[src/rtl/pacman_pkg.sv]
// Shared Pac-Man definitions: facing codes, controller state encoding, playfield limits.
// The limit defaults are also used by pacman_view.
package pacman_pkg;

  localparam logic [3:0] DIR_NONE  = 4'b0000;
  localparam logic [3:0] DIR_RIGHT = 4'b0001;
  localparam logic [3:0] DIR_LEFT  = 4'b0010;
  localparam logic [3:0] DIR_UP    = 4'b0100;
  localparam logic [3:0] DIR_DOWN  = 4'b1000;

  typedef enum logic [1:0] {
    ST_IDLE   = 2'd0,
    ST_MOVE   = 2'd1,
    ST_PAUSED = 2'd2
  } pm_state_t;

  localparam int unsigned PF_X_MIN   = 144;
  localparam int unsigned PF_X_MAX   = 754;
  localparam int unsigned PF_Y_MIN   = 35;
  localparam int unsigned PF_Y_MAX   = 485;
  localparam int unsigned PF_X_START = 434;
  localparam int unsigned PF_Y_START = 260;

  // Several buttons at once resolve as up > down > left > right.
  function automatic logic [3:0] btn_to_dir(input logic up, input logic down,
                                            input logic left, input logic right);
    if (up)         return DIR_UP;
    else if (down)  return DIR_DOWN;
    else if (left)  return DIR_LEFT;
    else if (right) return DIR_RIGHT;
    else            return DIR_NONE;
  endfunction

endpackage

[src/rtl/pacman_motion_ctrl_if.sv]
// Button/frame inputs and sprite position outputs of the Pac-Man motion controller.
// master drives buttons and frame_tick; slave is the controller.
interface pacman_motion_ctrl_if;
  logic       frame_tick;
  logic       btn_up;
  logic       btn_down;
  logic       btn_left;
  logic       btn_right;
  logic       pause;
  logic [9:0] pm_xpos;
  logic [9:0] pm_ypos;
  logic [3:0] pm_direction;
  logic       moving;

  modport master (
    output frame_tick, btn_up, btn_down, btn_left, btn_right, pause,
    input  pm_xpos, pm_ypos, pm_direction, moving
  );

  modport slave (
    input  frame_tick, btn_up, btn_down, btn_left, btn_right, pause,
    output pm_xpos, pm_ypos, pm_direction, moving
  );
endinterface

[src/rtl/pacman_step_calc.sv]
// Combinational next-position calculator: one step in dir, clamped to the playfield.
// With PACMAN_TUNNEL_EN a horizontal step off a limit wraps to the opposite limit.
module pacman_step_calc
  import pacman_pkg::*;
#(
  parameter int unsigned STEP  = 2,
  parameter int unsigned X_MIN = PF_X_MIN,
  parameter int unsigned X_MAX = PF_X_MAX,
  parameter int unsigned Y_MIN = PF_Y_MIN,
  parameter int unsigned Y_MAX = PF_Y_MAX
) (
  input  logic [9:0] x,
  input  logic [9:0] y,
  input  logic [3:0] dir,
  output logic [9:0] nx,
  output logic [9:0] ny,
  output logic       legal
);

  localparam logic [10:0] STEP11  = 11'(STEP);
  localparam logic [10:0] XMIN11  = 11'(X_MIN);
  localparam logic [10:0] XMAX11  = 11'(X_MAX);
  localparam logic [10:0] YMIN11  = 11'(Y_MIN);
  localparam logic [10:0] YMAX11  = 11'(Y_MAX);
  localparam logic [9:0]  XMIN10  = 10'(X_MIN);
  localparam logic [9:0]  XMAX10  = 10'(X_MAX);
  localparam logic [9:0]  YMIN10  = 10'(Y_MIN);
  localparam logic [9:0]  YMAX10  = 10'(Y_MAX);

  logic [10:0] x11, y11, x_inc, x_dec, y_inc, y_dec;

  always_comb begin
    x11   = {1'b0, x};
    y11   = {1'b0, y};
    x_inc = x11 + STEP11;
    x_dec = x11 - STEP11;
    y_inc = y11 + STEP11;
    y_dec = y11 - STEP11;
    nx    = x;
    ny    = y;
    legal = 1'b0;
    case (dir)
      DIR_RIGHT:
        if (x11 < XMAX11) begin
          legal = 1'b1;
          nx    = (x_inc > XMAX11) ? XMAX10 : x_inc[9:0];
        end
`ifdef PACMAN_TUNNEL_EN
        else begin
          legal = 1'b1;
          nx    = XMIN10;
        end
`endif
      DIR_LEFT:
        if (x11 > XMIN11) begin
          legal = 1'b1;
          nx    = (x11 < XMIN11 + STEP11) ? XMIN10 : x_dec[9:0];
        end
`ifdef PACMAN_TUNNEL_EN
        else begin
          legal = 1'b1;
          nx    = XMAX10;
        end
`endif
      DIR_UP:
        if (y11 > YMIN11) begin
          legal = 1'b1;
          ny    = (y11 < YMIN11 + STEP11) ? YMIN10 : y_dec[9:0];
        end
      DIR_DOWN:
        if (y11 < YMAX11) begin
          legal = 1'b1;
          ny    = (y_inc > YMAX11) ? YMAX10 : y_inc[9:0];
        end
      default: legal = 1'b0;
    endcase
  end

endmodule

[src/rtl/pacman_motion_ctrl.sv]
// Pac-Man motion controller: buffers the last requested turn and steps the sprite once every
// FRAME_DIV frames. Optional macro PACMAN_TUNNEL_EN enables horizontal wrap-around.
//
// state     | meaning
// ST_IDLE   | stationary, waiting for a legal buffered turn
// ST_MOVE   | stepping in pm_direction on every step_en
// ST_PAUSED | frozen while pause is high; returns to the state it left
module pacman_motion_ctrl
  import pacman_pkg::*;
#(
  parameter int unsigned X_MIN     = PF_X_MIN,
  parameter int unsigned X_MAX     = PF_X_MAX,
  parameter int unsigned Y_MIN     = PF_Y_MIN,
  parameter int unsigned Y_MAX     = PF_Y_MAX,
  parameter int unsigned X_START   = PF_X_START,
  parameter int unsigned Y_START   = PF_Y_START,
  parameter int unsigned STEP      = 2,
  parameter int unsigned FRAME_DIV = 2
) (
  input  logic                  clk,
  input  logic                  rst,
  pacman_motion_ctrl_if.slave   pm_if
);

  localparam logic [3:0] FDIV_M1 = 4'(FRAME_DIV - 1);

  pm_state_t  state_q, state_d, resume_q, resume_d;
  logic [3:0] pending_q, pending_d, turn_q, dir_q, dir_d, frame_cnt_q, btn_dir;
  logic [9:0] x_q, x_d, y_q, y_d, pend_nx, pend_ny, cur_nx, cur_ny;
  logic       step_en_q, pend_legal, cur_legal, take_turn, paused;

  assign btn_dir = btn_to_dir(pm_if.btn_up, pm_if.btn_down, pm_if.btn_left, pm_if.btn_right);
  assign paused  = pm_if.pause || (state_q == ST_PAUSED);

  // turn_q is pending as it stood before the current cycle's buttons, so a button arriving
  // together with frame_tick is only seen by the following step.
  pacman_step_calc #(.STEP(STEP), .X_MIN(X_MIN), .X_MAX(X_MAX), .Y_MIN(Y_MIN), .Y_MAX(Y_MAX))
    u_calc_pend (.x(x_q), .y(y_q), .dir(turn_q), .nx(pend_nx), .ny(pend_ny), .legal(pend_legal));

  pacman_step_calc #(.STEP(STEP), .X_MIN(X_MIN), .X_MAX(X_MAX), .Y_MIN(Y_MIN), .Y_MAX(Y_MAX))
    u_calc_cur (.x(x_q), .y(y_q), .dir(dir_q), .nx(cur_nx), .ny(cur_ny), .legal(cur_legal));

  always_ff @(posedge clk or negedge rst) begin
    if (!rst) begin
      frame_cnt_q <= 4'd0;
      step_en_q   <= 1'b0;
    end else begin
      step_en_q <= 1'b0;
      if (pm_if.frame_tick && !paused) begin
        if (frame_cnt_q == FDIV_M1) begin
          frame_cnt_q <= 4'd0;
          step_en_q   <= 1'b1;
        end else begin
          frame_cnt_q <= frame_cnt_q + 4'd1;
        end
      end
    end
  end

  always_ff @(posedge clk or negedge rst) begin
    if (!rst) begin
      state_q   <= ST_IDLE;
      resume_q  <= ST_IDLE;
      pending_q <= DIR_NONE;
      turn_q    <= DIR_NONE;
      dir_q     <= DIR_RIGHT;
      x_q       <= 10'(X_START);
      y_q       <= 10'(Y_START);
    end else begin
      state_q   <= state_d;
      resume_q  <= resume_d;
      pending_q <= pending_d;
      turn_q    <= take_turn ? DIR_NONE : pending_q;
      dir_q     <= dir_d;
      x_q       <= x_d;
      y_q       <= y_d;
    end
  end

  always_comb begin
    state_d   = state_q;
    resume_d  = resume_q;
    dir_d     = dir_q;
    x_d       = x_q;
    y_d       = y_q;
    take_turn = 1'b0;
    case (state_q)
      ST_IDLE:
        if (pm_if.pause) begin
          state_d  = ST_PAUSED;
          resume_d = ST_IDLE;
        end else if (step_en_q && pend_legal) begin
          take_turn = 1'b1;
          state_d   = ST_MOVE;
        end
      ST_MOVE:
        if (pm_if.pause) begin
          state_d  = ST_PAUSED;
          resume_d = ST_MOVE;
        end else if (step_en_q) begin
          if (pend_legal) begin
            take_turn = 1'b1;
          end else if (cur_legal) begin
            x_d = cur_nx;
            y_d = cur_ny;
          end else begin
            state_d = ST_IDLE;
          end
        end
      ST_PAUSED:
        if (!pm_if.pause) state_d = resume_q;
      default: state_d = ST_IDLE;
    endcase
    if (take_turn) begin
      x_d   = pend_nx;
      y_d   = pend_ny;
      dir_d = turn_q;
    end
  end

  // A turn that arrived after the one being applied must survive the clear.
  always_comb begin
    pending_d = pending_q;
    if (btn_dir != DIR_NONE)                    pending_d = btn_dir;
    else if (take_turn && pending_q == turn_q)  pending_d = DIR_NONE;
  end

  assign pm_if.pm_xpos      = x_q;
  assign pm_if.pm_ypos      = y_q;
  assign pm_if.pm_direction = dir_q;
  assign pm_if.moving       = (state_q == ST_MOVE);

endmodule

[src/flat_wrapper.sv]
// flat-port wrapper written by rule: the top's interface ports become plain ports
module pacman_motion_ctrl_flat import pacman_pkg::*;
#(
  parameter int unsigned X_MIN     = PF_X_MIN,
  parameter int unsigned X_MAX     = PF_X_MAX,
  parameter int unsigned Y_MIN     = PF_Y_MIN,
  parameter int unsigned Y_MAX     = PF_Y_MAX,
  parameter int unsigned X_START   = PF_X_START,
  parameter int unsigned Y_START   = PF_Y_START,
  parameter int unsigned STEP      = 2,
  parameter int unsigned FRAME_DIV = 2
)
  (clk, rst, pm_if_frame_tick, pm_if_btn_up, pm_if_btn_down, pm_if_btn_left, pm_if_btn_right, pm_if_pause, pm_if_pm_xpos, pm_if_pm_ypos, pm_if_pm_direction, pm_if_moving);
  pacman_motion_ctrl_if pm_if_i ();
  input  logic clk;
  input  logic rst;
  input wire logic [$bits(pm_if_i.frame_tick)-1:0] pm_if_frame_tick;
  input wire logic [$bits(pm_if_i.btn_up)-1:0] pm_if_btn_up;
  input wire logic [$bits(pm_if_i.btn_down)-1:0] pm_if_btn_down;
  input wire logic [$bits(pm_if_i.btn_left)-1:0] pm_if_btn_left;
  input wire logic [$bits(pm_if_i.btn_right)-1:0] pm_if_btn_right;
  input wire logic [$bits(pm_if_i.pause)-1:0] pm_if_pause;
  output wire logic [$bits(pm_if_i.pm_xpos)-1:0] pm_if_pm_xpos;
  output wire logic [$bits(pm_if_i.pm_ypos)-1:0] pm_if_pm_ypos;
  output wire logic [$bits(pm_if_i.pm_direction)-1:0] pm_if_pm_direction;
  output wire logic [$bits(pm_if_i.moving)-1:0] pm_if_moving;
  assign pm_if_i.frame_tick = pm_if_frame_tick;
  assign pm_if_i.btn_up = pm_if_btn_up;
  assign pm_if_i.btn_down = pm_if_btn_down;
  assign pm_if_i.btn_left = pm_if_btn_left;
  assign pm_if_i.btn_right = pm_if_btn_right;
  assign pm_if_i.pause = pm_if_pause;
  assign pm_if_pm_xpos = pm_if_i.pm_xpos;
  assign pm_if_pm_ypos = pm_if_i.pm_ypos;
  assign pm_if_pm_direction = pm_if_i.pm_direction;
  assign pm_if_moving = pm_if_i.moving;
  pacman_motion_ctrl #(.X_MIN(X_MIN), .X_MAX(X_MAX), .Y_MIN(Y_MIN), .Y_MAX(Y_MAX), .X_START(X_START), .Y_START(Y_START), .STEP(STEP), .FRAME_DIV(FRAME_DIV)) u_core (.clk(clk), .rst(rst), .pm_if(pm_if_i));
endmodule
[config.mk]
export PLATFORM = sky130hd
export DESIGN_NAME = pacman_motion_ctrl_flat
export DESIGN_NICKNAME = d
export VERILOG_FILES = /design/src/rtl/pacman_pkg.sv /design/src/rtl/pacman_motion_ctrl_if.sv /design/src/rtl/pacman_step_calc.sv /design/src/rtl/pacman_motion_ctrl.sv /design/src/flat_wrapper.sv
export SDC_FILE = /design/constraint.sdc
export NUM_CORES = 1
export LEC_CHECK = 0
export ABC_CLOCK_PERIOD_IN_PS = 3500
export CORE_MARGIN = 2
export CORE_UTILIZATION = 40
export DETAILED_ROUTE_END_ITERATION = 6
export GPL_ROUTABILITY_DRIVEN = 0
export PLACE_DENSITY_LB_ADDON = 0.2
export SYNTH_ARGS = -nofsm -noshare
export SYNTH_HDL_FRONTEND = slang
export SYNTH_SLANG_ARGS = --single-unit
[constraint.sdc]
create_clock -name clk -period 3.5 [get_ports clk]
set_input_delay 0.7 -clock clk [delete_from_list [all_inputs] [get_ports clk]]
set_output_delay 0.7 -clock clk [all_outputs]
set_load 0.02 [all_outputs]
# Yosys cells after proc, flatten, opt, wreduce, memory -nomap -nowiden

Index checks and enable logic that the tools add are counted.

Add/sub/neg operators: 5
$lt $le $gt $ge: 8
Equal/unequal tests: 23
Mux-type cells: 57
Reduce and logical (&&, ||, !) cells: 18

Operator list:

| cell                  | count |
|---|---|
| $mux 10               | 20 |
| $pmux 10 s2           | 4 |
| $mux 4                | 7 |
| $add 10x2->11 const B | 2 |
| $sub 10x2->10 const B | 2 |
| $mux 2                | 9 |
| $reduce_and 7->1      | 2 |
| $eq 4x1->1 const B    | 3 |
| $mux 1                | 12 |
| $ne 3x3->1 const B    | 4 |
| $gt 11x10->1 const B  | 1 |
| $gt 11x9->1 const B   | 1 |
| $gt 10x6->1 const B   | 1 |
| $gt 10x8->1 const B   | 1 |
| $lt 10x10->1 const B  | 1 |
| $lt 10x6->1 const B   | 1 |
| $lt 10x8->1 const B   | 1 |
| $lt 10x9->1 const B   | 1 |
| $reduce_bool 2->1     | 5 |
| $eq 4x2->1 const B    | 2 |
| $eq 4x3->1 const B    | 2 |
| $eq 4x4->1 const B    | 2 |
| $ne 2x2->1 const B    | 4 |
| $pmux 1 s4            | 2 |
| 17 further kinds      | 21 |

Register bits after elaboration: 41
Input port bits: 8
Output and inout bits: 25
Word-level logic and storage cells: 120

# Depth between registers and ports, before layout

Word-level depth: 11
Depth in mapped cells: 11

# By module

A second synthesis with hierarchy kept.

Cells, all modules: 664
Area total of the unflattened synthesis: 5,081.1 um^2

By module, submodules not included:

| module                                 | instances | cells an instance | area an instance (um^2) | sequential area each (um^2) |
|---|---|---|---|---|
| pacman_motion_ctrl                     | 1         | 157               | 1,816.7                 | 1,011.0 |
| pacman_step_calc at u_core.u_calc_cur  | 1         | 255               | 1,659.1                 | 0.0 |
| pacman_step_calc at u_core.u_calc_pend | 1         | 252               | 1,605.3                 | 0.0 |

# Worst setup path before layout

OpenSTA, ideal clock, no wires.

Path kind: flip-flop to flip-flop
From: reg u_core.x_q[2], in the netlist u_core.pm_if.pm_xpos[2]
To: reg u_core.x_q[1], in the netlist u_core.pm_if.pm_xpos[1]
Data arrival time: 2.726 ns
Slack: 0.687 ns
Cell stages (with the launch flop): 12
Period minus slack after synthesis: 2.813 ns
Cells stage by stage: dfrtp_1 inv_1 ha_1 nor3b_1 o311ai_4 a22o_4 o21ai_2 buf_6 mux2i_4 nor2_1 a2111oi_1 nor2_1

Cells in the longest elaborated chain, start to end: 11
Elaborated cells on any way between the ends: 36
Those cells by class: 1 x add/sub; 4 x order compare; 3 x eq/ne; 22 x mux; 6 x reduce/logical

RTL lines:

| what                   | line                      | text |
|---|---|---|
| from (decl)            | pacman_motion_ctrl.sv:29  | `logic [9:0] x_q, x_d, y_q, y_d, pend_nx, pend_ny, cur_nx, cur_ny;` |
| from (signal assigned) | pacman_motion_ctrl.sv:67  | `x_q <= 10'(X_START);` |
| $add 10x2->11          | pacman_step_calc.sv:35    | `x_inc = x11 + STEP11;` |
| $gt 11x10->1           | pacman_step_calc.sv:46    | `nx = (x_inc > XMAX11) ? XMAX10 : x_inc[9:0];` |
| $mux 10                | pacman_step_calc.sv:46    |  |
| $mux 10                | pacman_step_calc.sv:44    | `if (x11 < XMAX11) begin` |
| $pmux 10 s2            | pacman_step_calc.sv:42    | `case (dir)` |
| $mux 10                | pacman_motion_ctrl.sv:103 | `end else if (cur_legal) begin` |
| $mux 10                | pacman_motion_ctrl.sv:101 | `if (pend_legal) begin` |
| $mux 10                | pacman_motion_ctrl.sv:100 | `end else if (step_en_q) begin` |
| $mux 10                | pacman_motion_ctrl.sv:97  | `if (pm_if.pause) begin` |
| $mux 10                | pacman_motion_ctrl.sv:87  | `case (state_q)` |
| $mux 10                | pacman_motion_ctrl.sv:114 | `if (take_turn) begin` |

Parallel ways exist; a longest one is shown, timed or not. The select of a mux whose other input is x is not followed.
A chain may end at the register's enable or synchronous reset.

# Worst setup path after layout

Same ends and word-level chain as after synthesis.

==> impl_metrics.toml <==
[power_and_ir_drop]
p_per_area_nw_per_um2 = 318
p_leak_nw = 1.45
peakVddDrop_uv = 172
p_total_w = 0.00116

[clocking]
cts.sinks = 40
clk_path_buf_depth = 2
cts_tree = "done"
htreeDepth = 2
numCtsBuffers = 5
ctsHoldBuffers = 0
insertion_delay_ns = 0.29
cts_setup_buffers = 0
cts_resized = 0
cts_root_buffer = "clkbuf_8"
clkSlewWorstSetupHoldPaths_ns = 0.08

[place]
io_buffers = 32
detailed_place_hpwl_mm = 6.02

[timing]
slew_headroom_pct = 39.5
hold_viol = 0
worst_pin_slew_ns = 0.908
clock_skew_ns = 0.0102
finalSetupTns_ns = 0
max_freq_ghz = 0.322
slew_violations = 0
period_needed_ns = 3.11
setup_viol = 0
period_share_pct = 88.8
rsz0062_at_grt = "false"
timing.hold.ws_ns = 0.483

[finish]
layout_commonest_cell = "nand2_1"
fillCellCount = 776
area_growth_pct = 15.3
register_area_sq_um = 1010
diodes = 0
drive_gt1_share_pct = 9.51
final_cell_mix = "nand2_1 (45), dfrtp_1 (32), clkdlybuf4s50_1 (31), nor2_1 (28), a21oi_1 (23)"
multi_input_area_sq_um = 1980
post-route-util_pct = 47.3
nets = 425

[worst_setup_path]
worst_r2r_path_depth = 10
critPathLaunchType = "register"
worstPathMaxFanout = 11
worst-path-buf-inv = 1
slowest_stage = "dfrtp_1"
crit_required_ns = 3.72
arrival_ns = 3.33
cp_cell_sequence = "inv_1 -> ha_1 -> nor3b_1 -> o311ai_4 -> a22o_4 -> o21ai_2 -> mux2i_4 -> nor2_1 -> a2111oi_1 -> nor2_1"
end_kind = "register"
setup.worst_path.start = "u_core.pm_if.pm_xpos[2]"
timing.rr.start = "u_core.pm_if.pm_xpos[2]"
cp.depth = 10
crit_top_cell = "nor2_1"
critPathTopFamily = "compound AO/OA/AOI/OAI gates"
cp_slowest_stage_delay_ns = 0.47
crit_type = "reg -> reg"

[synthesis]
avgSynthCellArea_sq_um = 8.15
yosys_warnings = 0
synthDistinctLibCells = 70
async_flop_share_pct = 100
synth_sequential_area_ratio_pct = 32.0
syn-cell-area_sq_um = 3160
ys_seq_elements = 40
syn_inst = 387
synth_edf_count = 0
ys.flop_type = "dfrtp_1"
synth_fp_nets = 402

[floorplan]
fp.dieW_microns = 92.8
core_area_sq_um = 7690
rows = 32
ioPinCount = 33
die_area_sq_um = 8620
die_h_microns = 92.8
start_util_pct = 41.0

[grt]
grt-ovfl-total = 0
grt_pass1_wl_mm = 14.1
track_usage_pct = 20.0
antenna_found_initial = 0
grt_max_degree = 41
grt_pass1_vias = 2922

[drt]
vias = 3102
drt_iter0_drc = 352
totalWireLength_mm = 8.35
drtPass1Iterations = 5
via_per_inst = 6.06
drc_errors = 0
avgRoutedWirePerCell_microns = 16.3
ant_nets = 0

[run_status]
status = "finished, final reports clean"

[worst_hold_path]
hold_path.class = "reg -> reg"
hold_depth = 1
worstHoldStart = "u_core.frame_cnt_q[3]"

[run]
cap_violations = 0
state kept, by name, indices dropped and copies added, names as in the netlist:
| signal | flops |
|---|---|
| u_core.pm_if.pm_xpos | 10 |
| u_core.pm_if.pm_ypos | 10 |
| u_core.frame_cnt_q | 4 |
| u_core.pending_q | 4 |
| u_core.pm_if.pm_direction | 4 |
| u_core.turn_q | 4 |
| u_core.state_q | 2 |
| u_core.resume_q | 1 |
| u_core.step_en_q | 1 |
per-stage QoR:
| stage | instance area [sq um] | setup slack (ns) | instances |
|---|---|---|---|
| 2_1_floorplan | 3160 | 0.687 | 387 |
| 3_3_place_gp | 3540 | 0.491 | 505 |
| 3_5_place_dp | 3540 | 0.417 | 505 |
| 4_1_cts | 3640 | 0.386 | 512 |
| 5_1_grt | 3640 | 0.0894 | 512 |
| 6_report | 3640 | 0.391 | 512 |
cells in the mapped netlist (3+ instances only):
| cell type | number | area, sq um |
|---|---|---|
| nand4b_1 | 3 | 26.3 |
| o32ai_1 | 4 | 35.0 |
| nor3b_1 | 3 | 22.5 |
| o21a_1 | 6 | 45.0 |
| a22oi_1 | 5 | 37.5 |
| buf_2 | 8 | 40.0 |
| a21boi_1 | 3 | 22.5 |
| xnor2_1 | 4 | 35.0 |
| a31oi_1 | 9 | 56.3 |
| a211o_1 | 3 | 26.3 |
| xor2_1 | 6 | 52.6 |
| a21boi_0 | 3 | 22.5 |
| a21o_1 | 3 | 22.5 |
| nand2_1 | 45 | 169 |
| a21oi_1 | 23 | 115 |
| nor4_1 | 7 | 43.8 |
| dfstp_2 | 8 | 210 |
| nand4_1 | 7 | 43.8 |
| inv_1 | 17 | 63.8 |
| nand3_1 | 16 | 80.1 |
| dfrtp_1 | 32 | 801 |
| o21ai_2 | 3 | 26.3 |
| a211oi_1 | 4 | 30.0 |
| and3_1 | 3 | 18.8 |
| nand2b_1 | 3 | 18.8 |
| and2_1 | 7 | 43.8 |
| nor4b_1 | 7 | 61.3 |
| o22ai_1 | 3 | 18.8 |
| clkbuf_1 | 13 | 48.8 |
| o31ai_1 | 3 | 22.5 |
| o211ai_1 | 4 | 30.0 |
| o21ai_1 | 14 | 70.1 |
| o21ai_0 | 15 | 75.1 |
| nor2_1 | 28 | 105 |
| ha_1 | 7 | 87.6 |
| nor3_1 | 11 | 55.1 |
| nor2b_1 | 5 | 31.3 |
kinds of logic (layout without fill, tap and decap cells):
logic type / after synthesis / in the layout / synth area share (%)
xor+xnor: 10 / 10 / 2.78
buf+inv: 40 / 63 / 5.31
mux: 5 / 5 / 2.18
fa+ha+maj: 7 / 7 / 2.78
flops: 40 / 40 / 32.0
compound gates: 131 / 131 / 29.6
simple gates: 154 / 154 / 25.3
area by class of cell:
class                   instances  area share, %
repair buffers                 38           9.90
multi-input cells             307           54.3
flip-flops and latches         40           27.8
clock buffers                   7           2.65
inverters                      18           1.86
well taps                     102           3.51
metal layers:
metal	vias to the layer above	global-route usage [%]	share of wire [%]
met4	0	4.90	0.68
met2	112	31.7	47
met1	1484	28.6	47
met5	-	0	0
met3	6	2.93	5.2
li1	1500	-	-
report_power, final:
| group | internal, W | switching, W | leakage (nW) |
|---|---|---|---|
| combinational | 0.000119 | 0.000154 | 0.912 |
| clock | 0.000176 | 0.000158 | 0.0503 |
| sequential | 0.000493 | 0.0000578 | 0.486 |
| total | 0.000788 | 0.000370 | 1.45 |
worst paths after layout:
check	end	slack, ns
setup reg to reg	u_core.pm_if.pm_xpos[1]	0.39
min in group asynchronous	u_core.pm_if.pm_ypos[0]	0.54
max in group asynchronous	u_core.step_en_q	2.39
hold / removal	u_core.step_en_q	0.48
setup / recovery	u_core.pm_if.pm_xpos[1]	0.39
hold reg to reg	u_core.step_en_q	0.48
No activity file was read; power rests on OpenSTA's default activity.
